**src/rtl/iter_shift_ctrl.sv**
```systemverilog
// iter_shift_ctrl: multi-cycle operand-2 shifter moving at most STEP
// bits per cycle between decode and the EXE ALU Val2 input.
// Ports: clk, rst (async, active-high)
//   request : in_valid, in_ready, shift_type, shift_amt, operand, carry_in
//   result  : out_valid, out_ready, result, carry_out
// Option: define ITER_SHIFT_CARRY_OUT_EN to build the carry-out path;
//   otherwise carry_out is tied 0 and carry_in is ignored.
module iter_shift_ctrl #(
  parameter int DATA_W = 32,
  parameter int STEP   = 4
) (
  input  logic              clk,
  input  logic              rst,
  input  logic              in_valid,
  output logic              in_ready,
  input  logic [1:0]        shift_type,
  input  logic [4:0]        shift_amt,
  input  logic [DATA_W-1:0] operand,
  input  logic              carry_in,
  output logic              out_valid,
  input  logic              out_ready,
  output logic [DATA_W-1:0] result,
  output logic              carry_out
);

  typedef enum logic [1:0] {
    IDLE,
    BUSY,
    DONE
  } state_t;

  localparam logic [4:0] STEP_L = 5'(STEP);

  state_t            state_q, state_d;
  logic [DATA_W-1:0] work_q, work_d, sh;
  logic [4:0]        rem_q, rem_d, k;
  logic [1:0]        type_q, type_d;
  logic [5:0]        rk;

  // Bits moved this cycle, and the complementary amount for ROR wrap.
  always_comb begin
    k  = (rem_q < STEP_L) ? rem_q : STEP_L;
    rk = 6'd32 - {1'b0, k};
  end

  // ASR keeps the working MSB, which is the latched operand[31].
  always_comb begin
    sh = '0;
    unique case (type_q)
      2'd0: sh = work_q << k;
      2'd1: sh = work_q >> k;
      2'd2: sh = DATA_W'($signed(work_q) >>> k);
      2'd3: sh = (work_q >> k) | (work_q << rk);
    endcase
  end

  always_comb begin
    state_d = state_q;
    work_d  = work_q;
    rem_d   = rem_q;
    type_d  = type_q;
    unique case (state_q)
      IDLE: begin
        if (in_valid) begin
          work_d  = operand;
          rem_d   = shift_amt;
          type_d  = shift_type;
          state_d = (shift_amt == 5'd0) ? DONE : BUSY;
        end
      end
      BUSY: begin
        work_d = sh;
        rem_d  = rem_q - k;
        if (rem_q == k) state_d = DONE;
      end
      DONE: begin
        if (out_ready) state_d = IDLE;
      end
      default: state_d = IDLE;
    endcase
  end

  always_ff @(posedge clk or posedge rst) begin
    if (rst) begin
      state_q <= IDLE;
      work_q  <= '0;
      rem_q   <= '0;
      type_q  <= '0;
    end else begin
      state_q <= state_d;
      work_q  <= work_d;
      rem_q   <= rem_d;
      type_q  <= type_d;
    end
  end

  assign in_ready  = (state_q == IDLE) & ~rst;
  assign out_valid = (state_q == DONE);
  assign result    = work_q;

`ifdef ITER_SHIFT_CARRY_OUT_EN
  logic c_sh, carry_q, carry_d;

  // Last bit leaving the register on this step.
  always_comb begin
    c_sh = 1'b0;
    unique case (type_q)
      2'd0: c_sh = work_q[rk[4:0]];
      2'd1: c_sh = work_q[k - 5'd1];
      2'd2: c_sh = work_q[k - 5'd1];
      2'd3: c_sh = sh[DATA_W-1];
    endcase
  end

  always_comb begin
    carry_d = carry_q;
    if (state_q == IDLE && in_valid) carry_d = carry_in;
    else if (state_q == BUSY) carry_d = c_sh;
  end

  always_ff @(posedge clk or posedge rst) begin
    if (rst) carry_q <= 1'b0;
    else     carry_q <= carry_d;
  end

  assign carry_out = carry_q;
`else
  logic unused_cin;
  assign unused_cin = carry_in;
  assign carry_out  = 1'b0;
`endif

endmodule

```
**config.mk**
```make
export PLATFORM = sky130hd
export DESIGN_NAME = iter_shift_ctrl
export DESIGN_NICKNAME = d
export VERILOG_FILES = /design/src/rtl/iter_shift_ctrl.sv
export SDC_FILE = /design/constraint.sdc
export NUM_CORES = 1
export LEC_CHECK = 0
export BUFFER_PORTS_ARGS = -buffer_cell sky130_fd_sc_hd__buf_2
export CAP_MARGIN = 10
export CORE_MARGIN = 3
export CORE_UTILIZATION = 44
export CTS_BUF_LIST = sky130_fd_sc_hd__clkbuf_8
export CTS_CLUSTER_DIAMETER = 80
export DETAILED_ROUTE_END_ITERATION = 16
export GPL_TIMING_DRIVEN = 0
export PLACE_DENSITY = 0.68
export RECOVER_POWER = 50
export SYNTH_ARGS = -nofsm -noshare
export SYNTH_HDL_FRONTEND = slang
export SYNTH_SLANG_ARGS = --single-unit
```
**constraint.sdc**
```tcl
create_clock -name clk -period 3.7 [get_ports clk]
set_input_delay 0.37 -clock clk [delete_from_list [all_inputs] [get_ports clk]]
set_output_delay 0.37 -clock clk [all_outputs]
set_load 0.005 [all_outputs]
```
==> summary.txt <==
Timing
  • # setup viols final: 0
  • Relative slew slack: 10.0%
  • Slew Viols, Final: 0
  • Final min period: around 3600 ps
  • Unrepaired setup endpoints after global routing: false
  • Worst-Margin Slew: between 1000 and 1500 ps
  • PnR worst setup slack: 116 ps
  • Max Freq: ~280 MHz
  • Hold Fails Final Rpt: 0
  • Skew final: 18.7 ps
  • Final Cycle Share: between 90 and 100%

Final layout
  • Non-Filler Instances: 921
  • Finished Core Util: between 50% and 60%
  • Filler cell count: around 1200
  • Share of layout cells above drive strength 1: roughly a fifth
  • Final #Nets: 823
  • Syn-to-layout area delta: 13.7%

Synth
  • Mapped Cells: 690
  • Seq cells post-synth: approximately 40
  • Post-Syn Area: ~5300 um^2
  • Main flop type after synthesis: dfrtp_1
  • YS warnings: 0
  • Ys async rst share: 100%
  • Register area share after synthesis: around a fifth
  • Area share of the largest cell type after synthesis: between 10% and 20%
  • Yosys top cell by area: dfrtp_1
  • Top cells by area, synth: dfrtp_1 (19%), mux2i_1 (10%), mux4_2 (8.9%), nand2_1 (7.7%), a21oi_1 (4.4%)
  • Post-synth EDFFs: 0
  • Syn_area_per_cell: ~7.7 um^2
  • Synth unique cells: slightly above 70

Critical path
  • Critical path peak fanout: 10
  • Worst Path Required: between 3000 and 4000 ps
  • CP Capture Type: flop
  • Critical Path AT: around 3800 ps
  • Critical Path Source Type: flop
  • Critical path class: reg2reg

Global route
  • Vias in the first global route: 6385
  • GR Overflow Total: 0
  • Total GRT Usage: between 40 and 50%
  • First-pass GRT wire length: 41.4 mm
  • Initial antenna violation count: 0
  • Largest net degree at the start of global routing: 23

Placed design
  • Gpl congestion: roughly 1.1
  • Port-buffer cells: 76
  • Placed cells: between 900 and 1000
  • Place WS: -494 ps
  • Post-DP HPWL: a little over 20 mm

Clock tree
  • Htree depth: 2
  • Clock sinks: 41
  • CTS max path bufs: 2
  • Clock transition at the registers of the reported paths: approximately 110 ps
  • CTS Hold Buffers Added: 0
  • CTS Buf Count: 5
  • Worst skew pair latency: about 350 ps
  • TritonCTS clock tree: done
  • CTS root buf: clkbuf_8

Power
  • Power per cell area: roughly 1200 nW/um^2
  • Maximum vdd ir drop: between 0.7 and 0.8 mV
  • Leak: 2.51 nW
  • Design Power: ~7.1 mW

Drt
  • Post-route DRC: 0
  • DRT Pass-1 Iters: 6
  • Via count: just under 7000
  • Initial DRC count: between 1000 and 1500
  • Vias per cell: ~7.4
  • Avg WL per Cell: between 30 and 40 um
  • Routed wire length: about 29 mm
  • DRT antenna net count: 0

Floorplanning
  • Initial core utilization: 45.9%
  • Die Y: approximately 120 um
  • Die area: 13500 um^2
  • I/O pins: between 70 and 80
  • FP Rows: 39
  • Die width: around 120 um
  • Core Area: 11600 um^2

Run
  • Max-cap viol count: 0

Hold path
  • Hold Crit Class: in2async

Outcome
  • Status: completed
where the power goes:
| group | switching [mW] | leakage, nW | total, mW | internal [mW] |
|---|---|---|---|---|
| Sequential | 0.202 | 0.480 | 0.888 | 0.686 |
| Clock | 0.207 | 0.0681 | 0.475 | 0.269 |
| Combinational | 3.79 | 1.96 | 5.72 | 1.93 |
| Total | 4.20 | 2.51 | 7.08 | 2.88 |
routing by layer:
metal | global-route usage (%) | wire length, um | vias to the layer above
li1 | - | - | 2741
met1 | 53.3 | 10400 | 3180
met2 | 61.6 | 11800 | 675
met3 | 18.0 | 4460 | 184
met4 | 24.2 | 2040 | 0
met5 | 0 | 0 | -
layout by cell type, fill, tap and decap left out, drive strengths merged, types with 4 or more instances in the layout:
cell type / instances
nand2: 109
o22ai: 10
mux4: 23
or3: 13
nor3: 16
o211ai: 6
dfrtp: 41
mux2i: 54
buf: 105
nor2b: 8
inv: 9
a31oi: 19
and3: 5
o31ai: 4
a311oi: 7
o21ai: 48
nand3: 21
o31a: 6
nor2: 41
clkbuf: 69
a22oi: 4
a221oi: 4
a211oi: 14
o221ai: 4
a21oi: 47
mux2: 13
path summary, 6_finish.rpt:
path,startpoint,to,slack [ps],depth (start not counted)
min,rst,result[0],200,2
min in group clk,shift_type[1],type_q[1],210,3
max,rem_q[0],result[26],120,10
min reg2reg,result[14],result[14],700,2
max in group asynchronous,rst,result[19],1780,3
max reg2reg,rem_q[0],result[26],120,10
critical path, cell delays in order, from the launching register on:
cell,delay (ps)
dfrtp_1,330
buf_4,250
nor4b_4,290
inv_2,220
buf_6,220
buf_2,240
ha_2,520
buf_1,540
mux2_2,410
a31oi_1,260
a31oi_1,180
cell families after synthesis:
logic type | count (synthesis) | synth area share (%)
compound gates | 215 | 26.8
xor+xnor | 3 | 0.494
fa+ha+maj | 3 | 0.705
buf+inv | 100 | 8.39
flops | 41 | 19.3
mux | 90 | 22.8
other cells | 2 | 0.141
simple gates | 236 | 21.5
metrics by stage:
step | TNS [ps] | instance area [um^2] | hold WS [ps]
after CTS | 0 | 6060 | 76.9
after global placement | -6790 | 5890 | 563
after floorplan | 0 | 5330 | 475
after global routing | 0 | 6050 | 232
after detailed placement | -6800 | 5920 | 453
final | 0 | 6050 | 201
cell usage after synthesis (4+ instances only):
master      n
mux4_2     21
nor2b_1     8
dfrtp_1    41
o31ai_1     4
buf_6       4
nand3_1    21
nor3_1     15
buf_1       9
o31a_1      6
or3_1      13
mux2_2     13
a311oi_1    7
a211oi_1   13
buf_2      19
inv_1       7
mux2i_1    54
o21ai_0    45
and3_1      5
o221ai_1    4
a22oi_1     4
nor2_1     40
a21oi_1    47
buf_4       4
a221oi_1    4
o22ai_1    10
o211ai_1    6
a31oi_1    19
nand2_1   109
clkbuf_1   53
what timing repair did:
action / in CTS / in global routing
pin swaps: 1 / 1
gates resized for setup: 2 / 4
endpoints found under the setup margin: 23 / 16
setup buffers: 2 / 0
cell type report:
| type | instances | area (um^2) | area share (%) |
|---|---|---|---|
| timing repair buffer | 80 | 398 | 6.57 |
| tap | 143 | 179 | 2.96 |
| inverter | 9 | 33.8 | 0.558 |
| clock inverter | 3 | 65.1 | 1.08 |
| multi-input combinational | 550 | 3870 | 64.0 |
| buffer | 89 | 408 | 6.74 |
| antenna | 1 | 2.50 | 0.0413 |
| clock buffer | 5 | 68.8 | 1.14 |
| sequential | 41 | 1030 | 17.0 |
flip-flops by register name, summed over array words and instances (netlist names):
name / count
rem_q: 5
state_q: 2
type_q: 2
result: 32
Power figures use the tool's default switching activity.
